--- src/rtl/event_counter_bank.sv ---
// Bank of independent up-counters for cycle/event profiling, with
// sticky overflow, compare-match pulse and a frozen snapshot read port.
module event_counter_bank #(
  parameter  int NUM_CH   = 4,
  parameter  int WIDTH    = 32,
  parameter  int SATURATE = 0,
  localparam int SEL_W    = (NUM_CH > 1) ? $clog2(NUM_CH) : 1
) (
  input  logic                    clk,
  input  logic                    reset,
  input  logic [NUM_CH-1:0]       en,
  input  logic [NUM_CH-1:0]       inc,
  input  logic [NUM_CH-1:0]       clr,
  input  logic [WIDTH-1:0]        cmp_val,
  input  logic                    snap,
  input  logic [SEL_W-1:0]        rd_sel,
  output logic [NUM_CH*WIDTH-1:0] count,
  output logic [NUM_CH-1:0]       ovf,
  output logic [NUM_CH-1:0]       hit,
  output logic [WIDTH-1:0]        rd_data,
  output logic                    rd_ovf
);

  logic [WIDTH-1:0]  cnt_q [NUM_CH];
  logic [WIDTH-1:0]  cnt_d [NUM_CH];
  logic [WIDTH-1:0]  scnt_q [NUM_CH];
  logic [WIDTH-1:0]  scnt_d [NUM_CH];
  logic [NUM_CH-1:0] ovf_q, ovf_d;
  logic [NUM_CH-1:0] hit_q, hit_d;
  logic [NUM_CH-1:0] sovf_q, sovf_d;
  logic [WIDTH-1:0]  rd_data_q, rd_data_d;
  logic              rd_ovf_q, rd_ovf_d;
  logic [WIDTH-1:0]  nxt;

  always_comb begin
    ovf_d  = ovf_q;
    hit_d  = '0;
    sovf_d = snap ? ovf_q : sovf_q;
    nxt    = '0;
    for (int i = 0; i < NUM_CH; i++) begin
      cnt_d[i]  = cnt_q[i];
      scnt_d[i] = snap ? cnt_q[i] : scnt_q[i];
      nxt       = cnt_q[i] + WIDTH'(1);
      if (clr[i]) begin
        cnt_d[i] = '0;
        ovf_d[i] = 1'b0;
      end else if (en[i] && inc[i]) begin
        if (cnt_q[i] != '1) begin
          cnt_d[i] = nxt;
          hit_d[i] = (nxt == cmp_val);
        end else begin
          ovf_d[i] = 1'b1;
          // Saturated re-increment leaves the count unchanged: no hit.
          if (SATURATE == 0) begin
            cnt_d[i] = '0;
            hit_d[i] = (cmp_val == '0);
          end
        end
      end
    end
  end

  always_comb begin
    rd_data_d = '0;
    rd_ovf_d  = 1'b0;
    for (int i = 0; i < NUM_CH; i++) begin
      if (rd_sel == SEL_W'(i)) begin
        rd_data_d = scnt_q[i];
        rd_ovf_d  = sovf_q[i];
      end
    end
  end

  always_ff @(posedge clk) begin
    if (reset) begin
      for (int i = 0; i < NUM_CH; i++) begin
        cnt_q[i]  <= '0;
        scnt_q[i] <= '0;
      end
      ovf_q     <= '0;
      hit_q     <= '0;
      sovf_q    <= '0;
      rd_data_q <= '0;
      rd_ovf_q  <= 1'b0;
    end else begin
      for (int i = 0; i < NUM_CH; i++) begin
        cnt_q[i]  <= cnt_d[i];
        scnt_q[i] <= scnt_d[i];
      end
      ovf_q     <= ovf_d;
      hit_q     <= hit_d;
      sovf_q    <= sovf_d;
      rd_data_q <= rd_data_d;
      rd_ovf_q  <= rd_ovf_d;
    end
  end

  for (genvar g = 0; g < NUM_CH; g++) begin : g_cnt
    assign count[g*WIDTH +: WIDTH] = cnt_q[g];
  end

  assign ovf     = ovf_q;
  assign hit     = hit_q;
  assign rd_data = rd_data_q;
  assign rd_ovf  = rd_ovf_q;

endmodule

--- config.mk ---
export PLATFORM = sky130hd
export DESIGN_NAME = event_counter_bank
export DESIGN_NICKNAME = d
export VERILOG_FILES = /design/src/rtl/event_counter_bank.sv
export SDC_FILE = /design/constraint.sdc
export NUM_CORES = 1
export LEC_CHECK = 0
export BUFFER_PORTS_ARGS = -buffer_cell sky130_fd_sc_hd__buf_2
export CAP_MARGIN = 20
export CORE_ASPECT_RATIO = 0.7
export CORE_UTILIZATION = 55
export CTS_BUF_LIST = sky130_fd_sc_hd__clkbuf_4
export DETAILED_ROUTE_END_ITERATION = 10
export PLACE_DENSITY = 0.79
export SLEW_MARGIN = 25
export SYNTH_ARGS = -nofsm -noshare
export SYNTH_HDL_FRONTEND = slang
export SYNTH_SLANG_ARGS = --single-unit
--- constraint.sdc ---
create_clock -name clk -period 2.7 [get_ports clk]
set_input_delay 0.405 -clock clk [delete_from_list [all_inputs] [get_ports clk]]
set_output_delay 0.405 -clock clk [all_outputs]
set_load 0.01 [all_outputs]
==> reports/metrics.yaml <==
outcome: "complete, no violations"
antenna_found_initial: 0
report.final.slew_viol_count: 0
synthFlopType: "dfxtp_1"
insertion_delay_ps: 790
initial_core_util_pct: 55.9
leakagePower_nw: 8.32
cts_root_buffer: "clkbuf_4"
slew_headroom_pct: 38.1
grt_max_degree: 96
fmax_mhz: 387
grt_overflow_total: 0
clock_path_buffers: 3
io_pins: 218
cp_common_cell: "nand4_1"
nets: 2356
period_minus_slack_ps: 2580
dieArea_um2: 31200
synth_top_area_share_pct: 35.9
syn_area_um2: 16800
power.density_nw_per_um2: 453
hold_viol: 0
track_usage_pct: 41.6
synth_xor_area_share_pct: 11.5
htree_levels: 3
crit_path_top_delay_cell: "dfxtp_1"
dp_hpwl_mm: 48.2
fp-row-count: 53
max_cap_viol_count: 0
yosys_warnings: 0
yosys.area_share.simple_pct: 25.2
crit_chain: "ha_1 > nand4_1 > nor3_4 > buf_4 > nand4_1 > nor3_1 > a21o_1 > a211oi_1 > or3_1 > o31ai_1"
critPathCaptureType: "flip-flop"
first_global_vias: 15800
synth_compound_area_share_pct: 8.92
post-place-cells: 2627
final_cells: 2772
setup_viol: 0
antenna_left: 0
hold_buffers: 0
crit_family: "simple AND/OR/NAND/NOR gates"
min_path_type: "in -> reg"
cts_sinks: 301
dp_slack_ps: 46.8
path_depth: 10
critPathLaunchType: "flip-flop"
fp.dieW_um: 211
tightest_slew_ps: 928
coreArea_um2: 30000
worst-path-max-fanout: 7
yosysUniqueCellTypes: 78
num_vias: 17200
routed_wl_mm: 65.3
grt_pass1_wl_mm: 97.5
path_clk_slew_ps: 70
drt_iter0_drc: 2349
gp_congestion: 1.04
synth_cells: 1977
ys_top_cells_by_area: "dfxtp_1, mux2i_1, xnor2_1, nor2_1, xor2_1"
synth_adder_area_share_pct: 0.358
synthArstFlopShare_pct: 0
max_stage_delay_ps: 430
wl_per_cell_um: 23.6
yosysTopAreaCell: "dfxtp_1"
cts_tree: "done"
fin_crit_sh_pct: 95.7
ys_seq_area_share_pct: 35.9
ys_ff_latch: 301
syn-num-nets: 2030
crit_arrival_ps: 3300
finalSetupTns_ps: 0
syn_area_per_cell_um2: 8.49
drc_errors: 0
hold_depth: 3
numCtsBuffers: 75
drive_gt1_share_pct: 27.0
critPathBufInv: 1
synth_top_family_by_area: "simple AND/OR/NAND/NOR gates"
port_buffers: 217
crit_required_ps: 3410
synth_mux_area_share_pct: 13.1
rr_worst_depth: 10
firstDrtPassIters: 6
synth_edf_count: 0
die_h_um: 148
crit_type: "reg -> reg"
vias_per_cell: 6.22
worst_slack_ps: 115
worst_clock_skew_ps: 64.5
syn_to_final_growth_pct: 20.9
ir_drop_v: 0.000339
final timing paths:
kind	start	to	slack (ps)
max	cnt_q[3][0]	hit[3]	120
min	reset	scnt_q[3][5]	100
max reg2reg	cnt_q[3][0]	hit[3]	120
min reg2reg	scnt_q[3][15]	scnt_q[3][15]	500
cells by family after synthesis:
| logic type | after synthesis |
|---|---|
| AND/OR/NAND/NOR | 815 |
| flip-flops | 301 |
| AO/OA/AOI/OAI | 270 |
| XOR/XNOR | 221 |
| buffers and inverters | 187 |
| multiplexers | 178 |
| adder cells (fa/ha/maj) | 5 |
layout by cell type (no fill, tap or decap), types with 17 or more instances in the layout:
cell type	instances
a21oi_1	119
dfxtp_1	292
nand3_1	56
clkbuf_4	107
a31oi_1	17
nor3_1	51
xor2_1	94
and4_1	17
nor2_1	274
and3_1	21
or3_1	50
nor4_1	36
nor2b_1	52
mux4_2	33
buf_4	209
buf_2	215
nand2_1	101
nand4_1	56
xnor2_1	127
o21ai_0	92
mux2i_1	144
metal layers:
metal	share of wire (%)	routed length [um]	track usage, %	vias up
li1	-	-	-	7626
met1	42	27200	59.6	8135
met2	40	26200	58.2	1263
met3	13	8740	10.2	219
met4	4.9	3230	19.5	0
met5	0	0	0	-
stage by stage:
step | total power [W] | hold WS [ps] | utilization [%] | cell area (um^2)
floorplan | 0.00501 | 455 | - | 16800
global placement | 0.00524 | 471 | 63.7 | 19100
detailed placement | 0.00524 | 479 | 63.7 | 19100
CTS | 0.00920 | 43.2 | 66.9 | 20100
global route | 0.00948 | 61.2 | 67.5 | 20300
finish | 0.00920 | 101 | 67.6 | 20300
state kept, by name, summed over array words and instances, names as in the netlist:
name / count
cnt_q: 128
hit: 4
ovf: 4
rd_data: 32
rd_ovf: 1
scnt_q: 128
sovf_q: 4
cell usage after synthesis, types with 3 or more instances:
library cell,number
nor4_1,40
nor2b_1,52
o31ai_1,3
buf_1,23
or3_1,50
buf_2,26
xnor2_1,127
a31oi_1,17
mux4_2,33
mux2i_1,144
and2_1,15
o22ai_1,3
o211ai_1,6
dfxtp_1,301
inv_1,7
ha_1,4
nor4b_1,4
or4b_2,3
nor2_1,276
or3b_2,3
and3_1,23
nand4_1,56
xor2_1,94
nor3_1,57
nand2_1,101
nand2b_1,9
nor3b_1,11
buf_4,3
a21oi_1,119
buf_6,8
clkbuf_1,116
nand3b_1,7
or4_1,12
and4_1,17
or2_2,7
o21ai_0,93
nand3_1,56
power breakdown:
part / switching [W] / internal (W)
logic: 0.000475 / 0.000248
clock network: 0.00200 / 0.00203
registers: 0.00000371 / 0.00444
total: 0.00248 / 0.00671
cell type report:
| class | count | area, um^2 |
|---|---|---|
| antenna | 1 | 2.50 |
| clock inverter | 26 | 166 |
| fill | 2538 | 9750 |
| timing repair buffer | 429 | 2730 |
| multi-input combinational | 1489 | 10000 |
| sequential | 301 | 6040 |
| clock buffer | 107 | 803 |
| tap | 412 | 515 |
| inverter | 7 | 26.3 |
worst register-to-register path, cell delays in order, from the launching register on:
cell and delay (ps):
dfxtp_1 430, ha_1 200, nand4_1 270, nor3_4 260
buf_4 220, nand4_1 190, nor3_1 210, a21o_1 110
a211oi_1 60, or3_1 390, o31ai_1 180
repair_timing:
action                                  4_1_cts  5_1_grt
endpoints found under the setup margin        0       27
setup buffers                                 0       10
resized for setup                             0       28
endpoints found under the hold margin         0        0
Power figures use the tool's default switching activity.
